**src/rtl/arith_pkg.sv**
```systemverilog
// Shared definitions for the serial arithmetic blocks.
//   state_e : sequencing states of bit_serial_adder (IDLE/SHIFT/DONE).
package arith_pkg;

  typedef enum logic [1:0] {
    IDLE  = 2'd0,
    SHIFT = 2'd1,
    DONE  = 2'd2
  } state_e;

endpackage : arith_pkg

```
**src/rtl/full_adder.sv**
```systemverilog
// Single-bit full adder cell. The serial adder reuses one instance of it.
// Ports:
//   a, b  : operand bits
//   c     : carry in
//   sum   : a ^ b ^ c
//   carry : majority(a, b, c)
module full_adder (
  input  logic a,
  input  logic b,
  input  logic c,
  output logic sum,
  output logic carry
);

  assign sum   = a ^ b ^ c;
  assign carry = (a & b) | (c & (a ^ b));

endmodule : full_adder

```
**src/rtl/bit_serial_adder.sv**
```systemverilog
// Multi-bit unsigned adder that reuses a single full_adder cell over WIDTH
// clock cycles, LSB first, with a registered carry between cycles.
// Ports:
//   clk      : rising-edge clock
//   rst_n    : asynchronous active-low reset
//   start    : request pulse, sampled only while idle
//   a_in     : operand A, captured when start is accepted
//   b_in     : operand B, captured when start is accepted
//   cin      : carry in, captured when start is accepted
//   busy     : high while shifting and during the done cycle
//   done     : one-cycle pulse, result valid
//   sum_out  : result, stable from done until the next accepted start
//   cout     : final carry out, same validity as sum_out
module bit_serial_adder
  import arith_pkg::*;
#(
  parameter int WIDTH = 8
) (
  input  logic             clk,
  input  logic             rst_n,
  input  logic             start,
  input  logic [WIDTH-1:0] a_in,
  input  logic [WIDTH-1:0] b_in,
  input  logic             cin,
  output logic             busy,
  output logic             done,
  output logic [WIDTH-1:0] sum_out,
  output logic             cout
);

  localparam int CW = (WIDTH > 1) ? $clog2(WIDTH) : 1;
  localparam logic [CW-1:0] LAST_BIT = CW'(WIDTH - 1);

  state_e           state_q, state_d;
  logic [WIDTH-1:0] a_sh_q, a_sh_d;
  logic [WIDTH-1:0] b_sh_q, b_sh_d;
  logic [WIDTH-1:0] sum_q, sum_d;
  logic [CW-1:0]    cnt_q, cnt_d;
  logic             carry_q, carry_d;
  logic             cout_q, cout_d;

  logic fa_sum;
  logic fa_carry;

  full_adder u_full_adder (
    .a     (a_sh_q[0]),
    .b     (b_sh_q[0]),
    .c     (carry_q),
    .sum   (fa_sum),
    .carry (fa_carry)
  );

  always_comb begin
    // NOTE: every signal gets its hold value first so no path through the
    // case statement leaves one unassigned, which would infer a latch.
    state_d = state_q;
    a_sh_d  = a_sh_q;
    b_sh_d  = b_sh_q;
    sum_d   = sum_q;
    cnt_d   = cnt_q;
    carry_d = carry_q;
    cout_d  = cout_q;

    unique case (state_q)
      IDLE: begin
        if (start) begin
          a_sh_d  = a_in;
          b_sh_d  = b_in;
          carry_d = cin;
          sum_d   = '0;
          cnt_d   = '0;
          cout_d  = 1'b0;
          state_d = SHIFT;
        end
      end

      SHIFT: begin
        // The result fills from the top, so after WIDTH shifts bit 0 of the
        // operands has travelled down to sum_q[0].
        sum_d   = {fa_sum, sum_q[WIDTH-1:1]};
        a_sh_d  = a_sh_q >> 1;
        b_sh_d  = b_sh_q >> 1;
        carry_d = fa_carry;
        if (cnt_q == LAST_BIT) begin
          // Counter parks on the last index instead of wrapping.
          cout_d  = fa_carry;
          state_d = DONE;
        end else begin
          cnt_d = cnt_q + CW'(1);
        end
      end

      DONE: begin
        state_d = IDLE;
      end

      default: begin
        state_d = IDLE;
      end
    endcase
  end

  // NOTE: state registers use non-blocking assignment so every flop samples
  // the pre-edge values, independent of statement order.
  always_ff @(posedge clk or negedge rst_n) begin
    if (!rst_n) begin
      state_q <= IDLE;
      a_sh_q  <= '0;
      b_sh_q  <= '0;
      sum_q   <= '0;
      cnt_q   <= '0;
      carry_q <= 1'b0;
      cout_q  <= 1'b0;
    end else begin
      state_q <= state_d;
      a_sh_q  <= a_sh_d;
      b_sh_q  <= b_sh_d;
      sum_q   <= sum_d;
      cnt_q   <= cnt_d;
      carry_q <= carry_d;
      cout_q  <= cout_d;
    end
  end

  // Moore outputs decoded from the state register.
  assign busy    = (state_q == SHIFT) || (state_q == DONE);
  assign done    = (state_q == DONE);
  assign sum_out = sum_q;
  assign cout    = cout_q;

endmodule : bit_serial_adder
```
**config.mk**
```make
export PLATFORM = sky130hd
export DESIGN_NAME = bit_serial_adder
export DESIGN_NICKNAME = d
export VERILOG_FILES = /design/src/rtl/arith_pkg.sv /design/src/rtl/full_adder.sv /design/src/rtl/bit_serial_adder.sv
export SDC_FILE = /design/constraint.sdc
export NUM_CORES = 1
export LEC_CHECK = 0
export BUFFER_PORTS_ARGS = -buffer_cell sky130_fd_sc_hd__clkbuf_2
export CAP_MARGIN = 30
export CORE_MARGIN = 4
export CORE_UTILIZATION = 30
export CTS_BUF_LIST = sky130_fd_sc_hd__clkbuf_8 sky130_fd_sc_hd__clkbuf_16
export CTS_CLUSTER_SIZE = 40
export DETAILED_ROUTE_END_ITERATION = 10
export PLACE_DENSITY_LB_ADDON = 0.2
export SETUP_SLACK_MARGIN = 0.4
export SLEW_MARGIN = 20
export SYNTH_ARGS = -nofsm -noshare
export SYNTH_HDL_FRONTEND = slang
export SYNTH_SLANG_ARGS = --single-unit
```
**constraint.sdc**
```tcl
create_clock -name clk -period 3.1 [get_ports clk]
set_clock_uncertainty 0.15 [all_clocks]
set_input_delay 0.93 -clock clk [delete_from_list [all_inputs] [get_ports clk]]
set_output_delay 0.93 -clock clk [all_outputs]
set_load 0.03 [all_outputs]
```
Yosys cells after proc, flatten, opt, wreduce, memory -nomap -nowiden
Cells that the tools add are included.

storage, ports and cells
  flip-flop bits (word level) = 31
  bits of input ports = 20
  output and inout bits = 11
  word-level logic and storage cells = 43

operators by class
  add/subtract/negate cells = 1
  equal/unequal tests = 6
  muxes and demuxes = 17
  bitwise logic cells = 5
  reductions and logical operators = 7

operators by type and width
  kind                 number
  $pmux 8 s2           3
  $mux 8               3
  $mux 3               2
  $ne 2x2->1 const B   3
  $pmux 3 s2           1
  $reduce_and 3->1     2
  $mux 2               2
  $pmux 1 s2           2
  $pmux 2 s2           1
  $reduce_and 2->1     2
  $add 3x1->3 const B  1
  $eq 3x3->1 const B   1
  $mux 1               3
  $and 1x1->1          2
  $eq 2x1->1 const B   1
  $eq 2x2->1 const B   1
  $logic_not 2->1      1
  $reduce_bool 2->1    1
  $xor 1x1->1          2
  $logic_or 1x1->1     1
  $or 1x1->1           1

Depth between registers and ports, before layout
  depth after elaboration = 5
  depth in mapped cells = 7
  depth with buffers taken out = 5

Modules after synthesis
A second synthesis with hierarchy kept.

unflattened totals
  cell total of the unflattened synthesis = 174
  area total of the unflattened synthesis = 1725.4 um^2

modules (own cells, without submodules)
  module            times used  cells an instance  area an instance (um^2)  seq. area each (um^2)
  bit_serial_adder  1           173                1705.4                   775.7
  full_adder        1           1                  20.0                     0.0

Worst setup path before layout
OpenSTA, ideal clock, no wires.

  path type = input -> register
  from = in start
  to = reg a_sh_q[6]
  setup time = 0.126 ns
  arrival = 1.847 ns
  data required time = 2.824 ns
  slack = 0.977 ns
  stages on the path = 6
  path buffers = 3
  cells stage by stage = buf_6 nand2b_4 and2_4 buf_6 buf_6 a221o_1

on the way
  cells in the longest elaborated chain, start to end = 2

RTL lines
  what                               line                     text
  from (decl)                        bit_serial_adder.sv:21   input logic start,
  $ne 2x2->1 (no source line)        --
  $reduce_and 2->1 (no source line)  --
  to (signal assigned)               bit_serial_adder.sv:116  a_sh_q <= a_sh_d;
  to (decl)                          bit_serial_adder.sv:35   logic [WIDTH-1:0] a_sh_q, a_sh_d;

No other way between the ends.
A chain may end at the register's enable or synchronous reset.

Worst setup path in the final report
  from = reg state_q[0]
  to = out busy

on the way
  cells in the longest elaborated chain, start to end = 2
  elaborated cells on any way between the ends = 3
  classes of those cells = 2 x eq/ne; 1 x reduce/logical

RTL lines
  what                                      line                     text
  from (decl)                               bit_serial_adder.sv:34   state_e state_q, state_d;
  from (signal assigned)                    bit_serial_adder.sv:115  state_q <= state_d;
  $eq 2x1->1 or $eq 2x2->1 (tied branches)  bit_serial_adder.sv:126  assign busy = (state_q == SHIFT) || (state_q == DONE);
  $logic_or 1x1->1 *                        bit_serial_adder.sv:126
  to (decl)                                 bit_serial_adder.sv:25   output logic busy,

Mark *: on every way between the ends. The rest lies on a longest branch, timed or not.

==> impl_results.md <==
- Global-route wire length before repair: around 6400 microns
- Critical path start-end classification: reg2out
- Type of the tightest min-delay check: reg2reg
- Slack of the critical path: 0.781 ns
- Maximum net fanout on the critical path: 4
- Final total negative setup slack: 0 ns
- Area fraction of the dominant cell type after synthesis: 0.456
- Total track usage: 0.115
- Slew at the pin with the worst max-slew slack: approximately 0.80 ns
- Horiz. Die Dim: 83.3 microns
- Worst vdd rail ir drop: between 300 and 400 uV
- CTS clk-pin slew, worst paths: roughly 0.06 ns
- Peak per-stage delay on the critical path: ~0.4 ns
- Resize count post-CTS: 0
- Clock Sink Count: 31
- Gate count after technology mapping: about 180
- Fraction of final layout cells sized beyond drive strength 1: 0.235
- Number of placement rows: 27
- CTS tree: built
- Total Die Area: roughly 6900 sq um
- Remaining design rule violation count: 0
- Worst path arrival time: 1.24 ns
- Synthesized net count: between 200 and 250
- Required arrival time at the worst endpoint: roughly 2 ns
- Layout overhead on the synthesized area: 17.3%
- DRC marker count from the first detailed-route iteration: 52
- Leakage power: about 0.9 nW
- Crit-path leading delay family: flip-flops
- Number of nets in the final layout: between 200 and 250
- Worst setup SP type: flip-flop
- Most used flip-flop cell after synthesis: sky130_fd_sc_hd__dfrtp_1
- Worst Setup End Kind: primary output
- Vias per cell: approximately 4.7
- Number of cells in the finished layout apart from fillers: 276
- Number of iterations in the first detailed-routing pass: 4
- Number of flops mapped to enable cells by yosys: 0
- Leading post-synthesis cells by cell area: sky130_fd_sc_hd__dfrtp_1 (46%), sky130_fd_sc_hd__a221o_1 (7.1%), sky130_fd_sc_hd__ha_1 (5.9%)
- Sequential element share of the synthesized area: 0.456
- Status: completed
- Final setup fails: 0
- Met3 wire length: approximately 200 microns
- Total Routed Length: roughly 3700 microns
- Top Ports: 31
- Number of antenna violations at the first check in global routing: 0
- Maximum level of the CTS H-tree: 2
- Placement Setup Slack: approximately 0.8 ns
- Leftover overflow at the end of global routing: 0
- Total met2 wirelength after detailed routing: ~1600 microns
- Final worst path period share: 0.748
- Synth warn: 0
- Worst slew margin relative to its limit: 0.469
- Mean post-synth cell area: ~9.7 sq um
- Number of maximum-capacitance violations: 0
- Highest Signal Layer: met4
- HPWL Detailed: around 2500 microns
- Maximum clock frequency: 431 MHz
- Post-route ant nets: 0
- Number of diodes: 0
- Pins Over Slew Limit: 0
- Number of hold-slack violations in the final timing report: 0
- Total clock buffers created by CTS: 5
- Routed length on met1: roughly 1900 microns
- Ys async rst share: 1.00
- Most numerous cell types in the synthesized netlist: sky130_fd_sc_hd__dfrtp_1 (31), sky130_fd_sc_hd__nand2_1 (22), sky130_fd_sc_hd__nand2b_1 (15), sky130_fd_sc_hd__a21oi_1 (14), sky130_fd_sc_hd__o21ai_0 (14)
- Post-layout min period: between 2 and 2.5 ns
- Instance area after placement: about 1900 sq um
- Routability congestion estimate: between 0.6 and 0.7
- Cts hold-fix bufs: 0
- Post-CTS Setup Repair Bufs: 0
- Initial Util: 0.309
- Number of global-route vias before repair: between 1k and 1.5k
- Largest net degree at the start of global routing: 32
- RSZ-0062 raised after global routing: no
- Placed cells: 268
- Total standard cell area after synthesis: around 1700 sq um
- Number of buffer and inverter stages on the critical path: 2
- Flop and latch count out of synthesis: 31
- Library cell with the largest summed area after synthesis: sky130_fd_sc_hd__dfrtp_1
- Library cell with the highest instance count after synthesis: sky130_fd_sc_hd__dfrtp_1
- Number of input and output port buffers inserted: 30
- Total via count in the routed design: about 1.3k
- Ordered list of cells on the worst path: inv_1, ha_1, clkbuf_2
- Floorplan Core Area: 5510 sq um
- Cell area after layout: about 2000 sq um
- Chip Height: about 83 microns
- Maximum count of clock buffers along a single path: 2
- Average wire per cell in the routed design: between 10 and 15 microns
- Slowest stage cell, crit path: sky130_fd_sc_hd__dfrtp_1
- Count of cell types in the netlist: 26
- Clock latency on the worst-skew pair: between 0.2 and 0.3 ns
- Buffer type at the clock tree root: sky130_fd_sc_hd__clkbuf_8
- Cell area power density: between 900 and 1000 nW/um^2
-- worst register-to-register path, cell delays in order (launching register included) --
cell                      delay (ns)
sky130_fd_sc_hd__dfrtp_1        0.41
sky130_fd_sc_hd__inv_1          0.13
sky130_fd_sc_hd__ha_1           0.42
sky130_fd_sc_hd__nor2b_1        0.24
sky130_fd_sc_hd__buf_4          0.20
sky130_fd_sc_hd__a21oi_1        0.06
sky130_fd_sc_hd__mux2_1         0.32
-- sequential cells by signal (all words and copies together) (netlist names) --
register / count
carry_q: 1
cnt_q: 3
a_sh_q: 8
b_sh_q: 8
state_q: 2
sum_out: 8
cout: 1
-- per-layer routing --
| layer | up-vias | GRT usage |
|---|---|---|
| met5 | - | 0 |
| met4 | 0 | 0.0401 |
| met3 | 5 | 0.0367 |
| met2 | 32 | 0.165 |
| met1 | 595 | 0.160 |
| li1 | 669 | - |
-- layout by cell type, fill, tap and decap left out, drive strengths merged, types with 4 or more instances in the layout --
cell and count:
a221o 12, inv 10, buf 5, dfrtp 31, nand2 22, o21ai 14, nand3 12, a22o 4
ha 8, nand2b 16, a21oi 14, clkbuf 37
-- stage by stage --
stage	hold slack, ns	total power, mW	utilization
global route	0.352	2.14	0.362
CTS	0.342	1.98	0.362
floorplan	0.315	1.42	-
global placement	0.315	1.63	0.344
detailed placement	0.323	1.63	0.344
finish	0.338	1.95	0.362
-- report_power, final --
part / internal (mW) / switching (mW)
registers: 0.555 / 0.109
logic: 0.392 / 0.554
clock network: 0.199 / 0.145
total: 1.15 / 0.807
-- worst paths after layout --
kind / startpoint / end / slack, ns / cells after the start
max in group asynchronous: rst_n / a_sh_q[7] / 1.72 / 1
setup reg to reg: state_q[1] / state_q[0] / 1.06 / 6
hold reg to reg: sum_out[0] / sum_out[0] / 0.34 / 2
setup / recovery: state_q[0] / busy / 0.78 / 3
min in group asynchronous: rst_n / cnt_q[0] / 0.58 / 1
hold / removal: sum_out[0] / sum_out[0] / 0.34 / 2
-- cell type report --
cell class	count	area, sq um
clock buffers	7	96.3
clock inverters	1	3.75
fillers	563	3510
inverters	9	33.8
multi-input cells	121	807
flip-flops and latches	31	776
well taps	72	90.1
repair buffers	35	188
-- kinds of logic after synthesis --
kind of cell / Yosys count / share of synthesized area
simple gates: 60 / 0.180
compound gates: 50 / 0.211
flops: 31 / 0.456
buf+inv: 24 / 0.0692
fa+ha+maj: 9 / 0.0706
mux: 2 / 0.0125
(Power assumes the default switching activity.)
